--- src/rtl/bist_pkg.sv ---
// Shared state encoding and datapath constants for the BIST sequencer.
package bist_pkg;

  typedef enum logic [2:0] {
    IDLE    = 3'd0,
    INIT    = 3'd1,
    SHIFT   = 3'd2,
    CAPTURE = 3'd3,
    UNLOAD  = 3'd4,
    DONE    = 3'd5
  } bist_state_e;

  // Width of the scan_in pattern LFSR seeded by reset_internal.
  localparam int LFSR_SEED_W = 26;

endpackage

--- src/rtl/bist_counter.sv ---
// Up-counter with synchronous clear, enable and terminal-count flag; saturates at all-ones.
module bist_counter
#(
  parameter int WIDTH    = 4,
  parameter int TERMINAL = 15
)
(
  input  logic             clock,
  input  logic             reset,
  input  logic             clear,
  input  logic             enable,
  output logic [WIDTH-1:0] count,
  output logic             terminal
);

  localparam logic [WIDTH-1:0] TC_VAL = WIDTH'(TERMINAL);

  assign terminal = (count == TC_VAL);

  always_ff @(posedge clock or posedge reset) begin
    if (reset)
      count <= '0;
    else if (clear)
      count <= '0;
    else if (enable && (count != '1))
      count <= count + 1'b1;
  end

endmodule

--- src/rtl/bist_controller.sv ---
// BIST sequencer: seeds the pattern LFSR, shifts/captures N_PATTERNS through the scan chain,
// unloads into the MISR and reports done/pass. Optional watchdog under BIST_TIMEOUT_EN.
//
// state   | meaning
// IDLE    | waiting for start
// INIT    | seed LFSR, clear MISR and counters
// SHIFT   | load one pattern into the chain, compacting scan_out
// CAPTURE | one functional capture cycle
// UNLOAD  | shift out the final response
// DONE    | result held until restart
module bist_controller
  import bist_pkg::*;
#(
  parameter int                   CHAIN_LEN  = 32,
  parameter int                   N_PATTERNS = 1000,
  parameter int                   SIG_WIDTH  = 16,
  parameter logic [SIG_WIDTH-1:0] GOLDEN_SIG = '0
)
(
  input  logic                 clock,
  input  logic                 reset,
  input  logic                 start,
  output logic                 reset_internal,
  output logic                 control_state,
  output logic                 scan_en,
  output logic                 test_mode,
  output logic                 misr_en,
  input  logic [SIG_WIDTH-1:0] misr_signature,
  output logic                 busy,
  output logic                 done,
  output logic                 pass
`ifdef BIST_TIMEOUT_EN
  ,
  output logic                 timeout
`endif
);

  localparam logic [2:0] ST_IDLE    = IDLE;
  localparam logic [2:0] ST_INIT    = INIT;
  localparam logic [2:0] ST_SHIFT   = SHIFT;
  localparam logic [2:0] ST_CAPTURE = CAPTURE;
  localparam logic [2:0] ST_UNLOAD  = UNLOAD;
  localparam logic [2:0] ST_DONE    = DONE;

  localparam int BIT_W = $clog2(CHAIN_LEN);
  localparam int PAT_W = $clog2(N_PATTERNS + 1);

  logic [2:0]       state, state_nxt;
  logic             shifting;
  logic [BIT_W-1:0] bit_cnt;
  logic [PAT_W-1:0] pat_cnt;
  logic             bit_tc, pat_tc;
  logic             unused_cnt;

  assign shifting       = (state == ST_SHIFT) || (state == ST_UNLOAD);
  assign reset_internal = (state == ST_INIT);
  assign control_state  = shifting;
  assign scan_en        = shifting;
  assign misr_en        = shifting;
  assign busy           = (state == ST_INIT) || (state == ST_SHIFT) ||
                          (state == ST_CAPTURE) || (state == ST_UNLOAD);
  assign test_mode      = busy;
  assign done           = (state == ST_DONE);

  // bit_cnt paces both the per-pattern shift and the final unload.
  bist_counter #(.WIDTH(BIT_W), .TERMINAL(CHAIN_LEN - 1)) u_bit_cnt (
    .clock    (clock),
    .reset    (reset),
    .clear    ((state == ST_INIT) || (shifting && bit_tc)),
    .enable   (shifting),
    .count    (bit_cnt),
    .terminal (bit_tc)
  );

  bist_counter #(.WIDTH(PAT_W), .TERMINAL(N_PATTERNS - 1)) u_pat_cnt (
    .clock    (clock),
    .reset    (reset),
    .clear    (state == ST_INIT),
    .enable   (state == ST_CAPTURE),
    .count    (pat_cnt),
    .terminal (pat_tc)
  );

  // Count values are only needed through their terminal flags.
  assign unused_cnt = ^{bit_cnt, pat_cnt};

`ifdef BIST_TIMEOUT_EN
  localparam int WDG_LIMIT = 1 + N_PATTERNS * (CHAIN_LEN + 1) + CHAIN_LEN + 8;
  localparam int WDG_W     = $clog2(WDG_LIMIT + 1);

  logic [WDG_W-1:0] wdg_cnt;
  logic             wdg_tc;
  logic             unused_wdg;
  logic             wdg_fire;

  bist_counter #(.WIDTH(WDG_W), .TERMINAL(WDG_LIMIT - 1)) u_wdg_cnt (
    .clock    (clock),
    .reset    (reset),
    .clear    (!busy),
    .enable   (busy),
    .count    (wdg_cnt),
    .terminal (wdg_tc)
  );

  assign unused_wdg = ^wdg_cnt;
  assign wdg_fire   = busy && wdg_tc;
`endif

  always_comb begin
    state_nxt = ST_IDLE;
    case (state)
      ST_IDLE:    state_nxt = start  ? ST_INIT   : ST_IDLE;
      ST_INIT:    state_nxt = ST_SHIFT;
      ST_SHIFT:   state_nxt = bit_tc ? ST_CAPTURE : ST_SHIFT;
      ST_CAPTURE: state_nxt = pat_tc ? ST_UNLOAD : ST_SHIFT;
      ST_UNLOAD:  state_nxt = bit_tc ? ST_DONE   : ST_UNLOAD;
      ST_DONE:    state_nxt = start  ? ST_INIT   : ST_DONE;
      default:    state_nxt = ST_IDLE;
    endcase
`ifdef BIST_TIMEOUT_EN
    if (wdg_fire)
      state_nxt = ST_DONE;
`endif
  end

  always_ff @(posedge clock or posedge reset) begin
    if (reset)
      state <= ST_IDLE;
    else
      state <= state_nxt;
  end

  // Signature is sampled on the edge that follows the last compaction cycle.
  always_ff @(posedge clock or posedge reset) begin
    if (reset)
      pass <= 1'b0;
    else if (state_nxt == ST_INIT)
      pass <= 1'b0;
`ifdef BIST_TIMEOUT_EN
    else if (wdg_fire)
      pass <= 1'b0;
`endif
    else if ((state == ST_UNLOAD) && bit_tc)
      pass <= (misr_signature == GOLDEN_SIG);
  end

`ifdef BIST_TIMEOUT_EN
  always_ff @(posedge clock or posedge reset) begin
    if (reset)
      timeout <= 1'b0;
    else if (state_nxt == ST_INIT)
      timeout <= 1'b0;
    else if (wdg_fire)
      timeout <= 1'b1;
  end
`endif

endmodule

--- config.mk ---
export PLATFORM = sky130hd
export DESIGN_NAME = bist_controller
export DESIGN_NICKNAME = d
export VERILOG_FILES = /design/src/rtl/bist_pkg.sv /design/src/rtl/bist_counter.sv /design/src/rtl/bist_controller.sv
export SDC_FILE = /design/constraint.sdc
export NUM_CORES = 1
export LEC_CHECK = 0
export BUFFER_PORTS_ARGS = -buffer_cell sky130_fd_sc_hd__clkbuf_2
export CORE_MARGIN = 2
export CORE_UTILIZATION = 38
export CTS_CLUSTER_SIZE = 16
export DETAILED_ROUTE_END_ITERATION = 8
export SLEW_MARGIN = 20
export SYNTH_ARGS = -nofsm -noshare
export SYNTH_HDL_FRONTEND = slang
export SYNTH_SLANG_ARGS = --single-unit
--- constraint.sdc ---
create_clock -name clock -period 5.2 [get_ports clock]
set_input_delay 0.78 -clock clock [delete_from_list [all_inputs] [get_ports clock]]
set_output_delay 0.78 -clock clock [all_outputs]
set_load 0.02 [all_outputs]
==> flow_summary_export.csv, run 1 <==
group,metric,value,unit
run_status,outcome,"finished, final reports clean",
cts,clockBufferDepth,2,
yosys,yosysWarnings,0,
critical_path,startpoint_type,"register",
sta,max_freq,349,MHz
detailed_routing,wl_per_cell,13.8,um
cts,clk_pin_slew,0.10,ns
cts,cts_resized,0,
job,cap_violations,0,
yosys,syn_nets,150,
cts,clock_latency,0.30,ns
sta,fin_crit,2.86,ns
sta,hold_viol_final,0,
yosys,postSynthCellCount,128,
detailed_routing,drc,0,
sta,setup_violations,0,
grt,grt_pass1_vias,930,
sta,drv_slew,0,
sta,max_slew_margin,0.523,
yosys,yosysTopAreaCell,"dfrtp_1",
cts,ctsHoldBuffers,0,
yosys,netlist_top_cells_area,"dfrtp_1, a21oi_1, and3_1",
placed_design,pre_cts_ws,2.70,ns
layout,diodes,0,
die,start_util,0.390,
placed_design,portBuffers,26,
cts,tritoncts,"yes",
layout,nets,173,
grt,antenna_found_initial,0,
cts,cts.sinks,19,
grt,gr-usage-met1,0.190,
min_path,hold_class,"reg -> reg",
detailed_routing,drtPass1Iterations,4,
detailed_routing,wl,2530,um
critical_path,crit_fanout,13,
sta,setup_ws,2.34,ns
die,dieArea,0.00354,mm^2
layout,drive_above_1_share,0.240,
sta,rsz0062_at_grt,"no",
layout,regArea,475,um^2
die,num_rows,20,
yosys,ys_ff_latch,19,
grt,grt_overflow_total,0,
yosys,yosysTopAreaCellShare,0.406,
cts,cts-root-buf,"clkbuf_4",
detailed_routing,via_per_inst,5.58,
power_and_ir_drop,ir_drop,0.000174,V
detailed_routing,drtAntennaViolNets,0,
critical_path,endpoint_kind,"output pin",
power_and_ir_drop,finalPower,445,uW
yosys,yosysUniqueCellTypes,39,
layout,utilization,0.438,
power_and_ir_drop,power_density,338,mW/mm^2
yosys,syn_avg_cell_area,9.15,um^2
sta,tightestPinTransition,0.715,ns
power_and_ir_drop,total_leakage_power,0.000633,uW
detailed_routing,vias,1021,
cts,postCtsSetupBuffers,0,
grt,top_usage_layer,"met2",
sta,fin_tns_setup,0,ns
cts,numCtsBuffers,3,
grt,grt_max_degree,20,
yosys,syn_area,0.00117,mm^2
die,die_w,59.5,um
layout,area_delta_synth_final,12.3,%
critical_path,cp.required,4.42,ns
detailed_routing,drt_iter0_drc,50,
placed_design,gp_congestion,0.825,
placed_design,place_hpwl,1920,um
critical_path,arrival,2.08,ns
sta,finalClockSkew,0.00655,ns
grt,use_met2,0.272,
cts,h-tree-depth,1,
layout,nFillCells,315,
yosys,ys_seq_area_frac,0.406,
die,num_io_pins,27,
layout,multi_input_area,616,um^2
die,core-area,0.00300,mm^2
grt,grt.total_usage,0.160,
critical_path,critPathKind,"reg -> out",
grt,use_met3,0.0524,
die,die_h,59.5,um
sta,period_share,0.551,
grt,grt_pass1_wl,4170,um
critical_path,ff2ff_setup_slack,3.21,ns
## Yosys cell counts, drive strengths merged
| master | number |
|---|---|
| inv | 7 |
| nand3 | 6 |
| nand2b | 2 |
| dfrtp | 19 |
| a21o | 3 |
| buf | 6 |
| nor2b | 1 |
| o31ai | 2 |
| nor4 | 4 |
| o221a | 1 |
| xnor2 | 2 |
| or3b | 1 |
| o221ai | 1 |
| and2 | 1 |
| or4 | 3 |
| nor3b | 1 |
| nand4b | 1 |
| mux2i | 1 |
| a31oi | 5 |
| a21oi | 12 |
| clkbuf | 2 |
| o21ai | 7 |
| or2 | 3 |
| a2111oi | 2 |
| or4b | 1 |
| nand4 | 3 |
| a41o | 1 |
| a311oi | 1 |
| ha | 3 |
| and3 | 6 |
| nor2 | 7 |
| and4 | 2 |
| nand3b | 3 |
| nand2 | 8 |
## worst max-delay path: stages (launching register included)
cell and delay (ns):
dfrtp_1 0.61, nor2b_1 0.43, nand2_1 0.20, inv_1 0.31, clkbuf_2 0.24
## state kept, by name, summed over array words and instances (netlist names)
register and flops:
u_pat_cnt.count 10, u_bit_cnt.count 5, state 3, pass 1
## metal layers
| metal | routed length (um) | share of wire | up-vias |
|---|---|---|---|
| li1 | - | - | 523 |
| met1 | 1180 | 0.47 | 484 |
| met2 | 1250 | 0.49 | 10 |
| met3 | 63 | 0.025 | 4 |
| met4 | 42 | 0.017 | 0 |
| met5 | 0 | 0 | - |
## layout make-up
class | instances | share of cell area
Timing Repair Buffer | 26 | 0.0990
Sequential cell | 19 | 0.362
Multi-Input combinational cell | 94 | 0.468
Tap cell | 33 | 0.0314
Clock buffer | 4 | 0.0200
Inverter | 7 | 0.0200
## power by group
part / leakage, uW / switching [uW] / internal, uW / total [uW]
sequential: 0.000247 / 42.7 / 182 / 225
clock: 0.0000150 / 43.2 / 29.9 / 73.1
combinational: 0.000371 / 81.4 / 65.4 / 147
total: 0.000633 / 167 / 278 / 445
## logic make-up after synthesis
group,count (synthesis),share of synthesized area
and+or+nand+nor,53,0.277
AOI/OAI and AO/OA,35,0.193
DFF,19,0.406
buffers and inverters,15,0.0684
adders and majority gates,3,0.0321
xor gates and xnor gates,2,0.0150
muxes,1,0.00855
## worst paths after layout
check | startpoint | endpoint | cells past startpoint
max reg2reg | state[0]$_DFF_PP0_ | u_pat_cnt.count[2]$_DFFE_PP0P_ | 5
min | u_pat_cnt.count[0]$_DFFE_PP0P_ | u_pat_cnt.count[0]$_DFFE_PP0P_ | 1
min reg2reg | u_pat_cnt.count[0]$_DFFE_PP0P_ | u_pat_cnt.count[0]$_DFFE_PP0P_ | 1
max | state[0]$_DFF_PP0_ | reset_internal | 4
min in group asynchronous | reset | u_pat_cnt.count[7]$_DFFE_PP0P_ | 2
max in group asynchronous | reset | pass$_DFFE_PP0P_ | 2
## layout by cell type (no fill, tap or decap), types with 2 or more instances in the layout
| cell | count |
|---|---|
| clkbuf_2 | 26 |
| dfrtp_1 | 19 |
| a21oi_1 | 12 |
| nand2_1 | 8 |
| inv_1 | 7 |
| nor2_1 | 7 |
| o21ai_0 | 7 |
| and3_1 | 6 |
| nand3_1 | 6 |
| a31oi_1 | 5 |
| nor4_1 | 4 |
| a21o_1 | 3 |
| or4_1 | 3 |
| nand4_1 | 3 |
| ha_1 | 3 |
| clkbuf_4 | 3 |
| xnor2_1 | 2 |
| o31ai_1 | 2 |
| or2_2 | 2 |
| nand2b_1 | 2 |
| nand3b_1 | 2 |
| and4_1 | 2 |
## through the flow
| step | instances | hold WS [ns] | instance area, um^2 |
|---|---|---|---|
| floorplan | 128 | 0.478 | 1170 |
| global placement | 179 | 0.508 | 1290 |
| detailed placement | 179 | 0.510 | 1290 |
| CTS | 183 | 0.526 | 1320 |
| global route | 183 | 0.560 | 1320 |
| finish | 183 | 0.530 | 1320 |
(Power assumes the default switching activity.)
==> inputs of run 2 (changes only) <==
- clock period: 5.2 -> 2.3 ns (I/O delays scaled with it)
==> run 2 against run 1 <==
Compared with the run above: critical path depth unchanged; cell area rose by 1.1%; setup slack lost 2.1 ns; first-iteration DRC count down 16%; flip-flop and latch count is the same; clock power grew 130%; highest routed layer unchanged.
==> flow_summary_export.csv, run 2 (synthesis gave the netlist of run 1 again) <==
group,metric,value,unit
run_status,outcome,"finished, final reports clean",
placed_design,post_dp_cell_area,0.00130,mm^2
cts,ctsHoldBuffers,0,
layout,top_regs,"u_pat_cnt.count: 10 flops, u_bit_cnt.count: 5 flops, state: 3 flops",
die,die_h,59.5,um
grt,antenna_found_initial,0,
placed_design,gp_congestion,0.833,
power_and_ir_drop,total_leakage_power,0.000644,uW
sta,rsz0062_at_grt,"no",
detailed_routing,via_per_inst,5.65,
cts,cts.sinks,19,
detailed_routing,wl,2400,um
grt,grt.total_usage,0.156,
cts,tritoncts,"yes",
layout,diodes,0,
power_and_ir_drop,sw_frac_of_total,0.367,
die,die_w,59.5,um
cts,clockBufferDepth,2,
die,start_util,0.390,
critical_path,cp.required,1.96,ns
power_and_ir_drop,seqPwrFrac,0.506,
detailed_routing,drtAntennaViolNets,0,
layout,largest_register_ffs,10,
power_and_ir_drop,ir_drop,0.000412,V
critical_path,crit_fanout,12,
power_and_ir_drop,clock_power_share,0.170,
detailed_routing,vias,1045,
layout,layout_commonest_cell,"clkbuf_2",
die,dieArea,0.00354,mm^2
placed_design,portBuffers,26,
cts,clk_pin_slew,0.11,ns
sta,fin_tns_setup,0,ns
die,num_rows,20,
sta,period_share,0.906,
power_and_ir_drop,power_density,748,mW/mm^2
sta,max_freq,480,MHz
cts,cts_resized,0,
power_and_ir_drop,p_comb_frac,0.324,
sta,setup_violations,0,
critical_path,arrival,1.74,ns
job,cap_violations,0,
cts,h-tree-depth,1,
cts,numCtsBuffers,3,
sta,max_slew_margin,0.514,
critical_path,startpoint_type,"register",
cts,clock_latency,0.29,ns
layout,final_cell_mix,"clkbuf_2, dfrtp_1, a21oi_1, nand2_1",
layout,drive_above_1_share,0.250,
power_and_ir_drop,power.switching,365,uW
sta,finalClockSkew,0.00852,ns
cts,postCtsSetupBuffers,0,
min_path,hold_class,"in -> async",
critical_path,endpoint_kind,"output pin",
detailed_routing,drt_iter0_drc,42,
sta,hold_viol_final,0,
layout,regMostFlops,"u_pat_cnt.count",
sta,fin_crit,2.08,ns
critical_path,critPathKind,"reg -> out",
layout,nets,175,
layout,area_delta_synth_final,13.6,%
grt,grt_overflow_total,0,
die,core-area,0.00300,mm^2
die,num_io_pins,27,
grt,grt_pass1_vias,977,
sta,tightestPinTransition,0.728,ns
detailed_routing,drtPass1Iterations,4,
detailed_routing,wl_per_cell,13.0,um
detailed_routing,drc,0,
cts,cts-root-buf,"clkbuf_4",
layout,finalInstanceArea,0.00133,mm^2
grt,grt_pass1_wl,4260,um
sta,drv_slew,0,
power_and_ir_drop,p_int,629,uW
grt,grt_max_degree,20,
layout,utilization,0.443,
placed_design,place_hpwl,1870,um
-- run 2: area by class of cell --
type                       count  area, um^2
tap                           33        41.3
timing repair buffer          28         145
inverter                       7        26.3
sequential                    19         475
clock buffer                   4        26.3
multi-input combinational     94         616
fill                         301        1670
-- run 2: metrics by stage --
step / power [uW] / std cells / setup WS [ns] / hold slack [ns]
2_1_floorplan: 755 / 128 / 0.491 / 0.296
3_3_place_gp: 823 / 181 / 0.504 / 0.488
3_5_place_dp: 837 / 181 / 0.426 / 0.501
4_1_cts: 1010 / 185 / 0.216 / 0.164
5_1_grt: 1090 / 185 / 0.0873 / 0.216
6_report: 995 / 185 / 0.217 / 0.134
-- run 2: layer usage --
layer / vias to the layer above / share of wire / global-route usage
met3: 2 / 0.025 / 0.0262
met5: - / 0 / 0
met4: 0 / 0.0079 / 0.0476
li1: 525 / - / -
met2: 14 / 0.50 / 0.259
met1: 504 / 0.46 / 0.208
-- run 2: power by group through the flow --
stage / clock network (uW) / registers (uW) / logic [uW]
after floorplan: 0 / 480 / 275
after detailed placement: 0 / 510 / 327
after CTS: 179 / 503 / 328
after global placement: 0 / 505 / 319
after global routing: 190 / 519 / 377
final: 169 / 504 / 322
-- run 2: final timing paths --
| path | from | to | slack [ns] | depth (start not counted) |
|---|---|---|---|---|
| worst min-delay path | reset | u_bit_cnt.count[3]$_DFFE_PP0P_ | 0.13 | 2 |
| worst max register to register | u_bit_cnt.count[0]$_DFFE_PP0P_ | u_bit_cnt.count[3]$_DFFE_PP0P_ | 0.41 | 5 |
| min in group clock | start | state[2]$_DFF_PP0_ | 0.39 | 3 |
| worst min register to register | u_pat_cnt.count[0]$_DFFE_PP0P_ | u_pat_cnt.count[0]$_DFFE_PP0P_ | 0.52 | 1 |
| max in group asynchronous | reset | u_pat_cnt.count[4]$_DFFE_PP0P_ | 1.70 | 2 |
| worst max-delay path | state[1]$_DFF_PP0_ | misr_en | 0.22 | 4 |
-- run 2: worst max-delay path: stages (launching register included) --
cell and delay (ns):
dfrtp_1 0.54, nand2b_1 0.27, a21o_1 0.28, inv_1 0.15, clkbuf_2 0.19
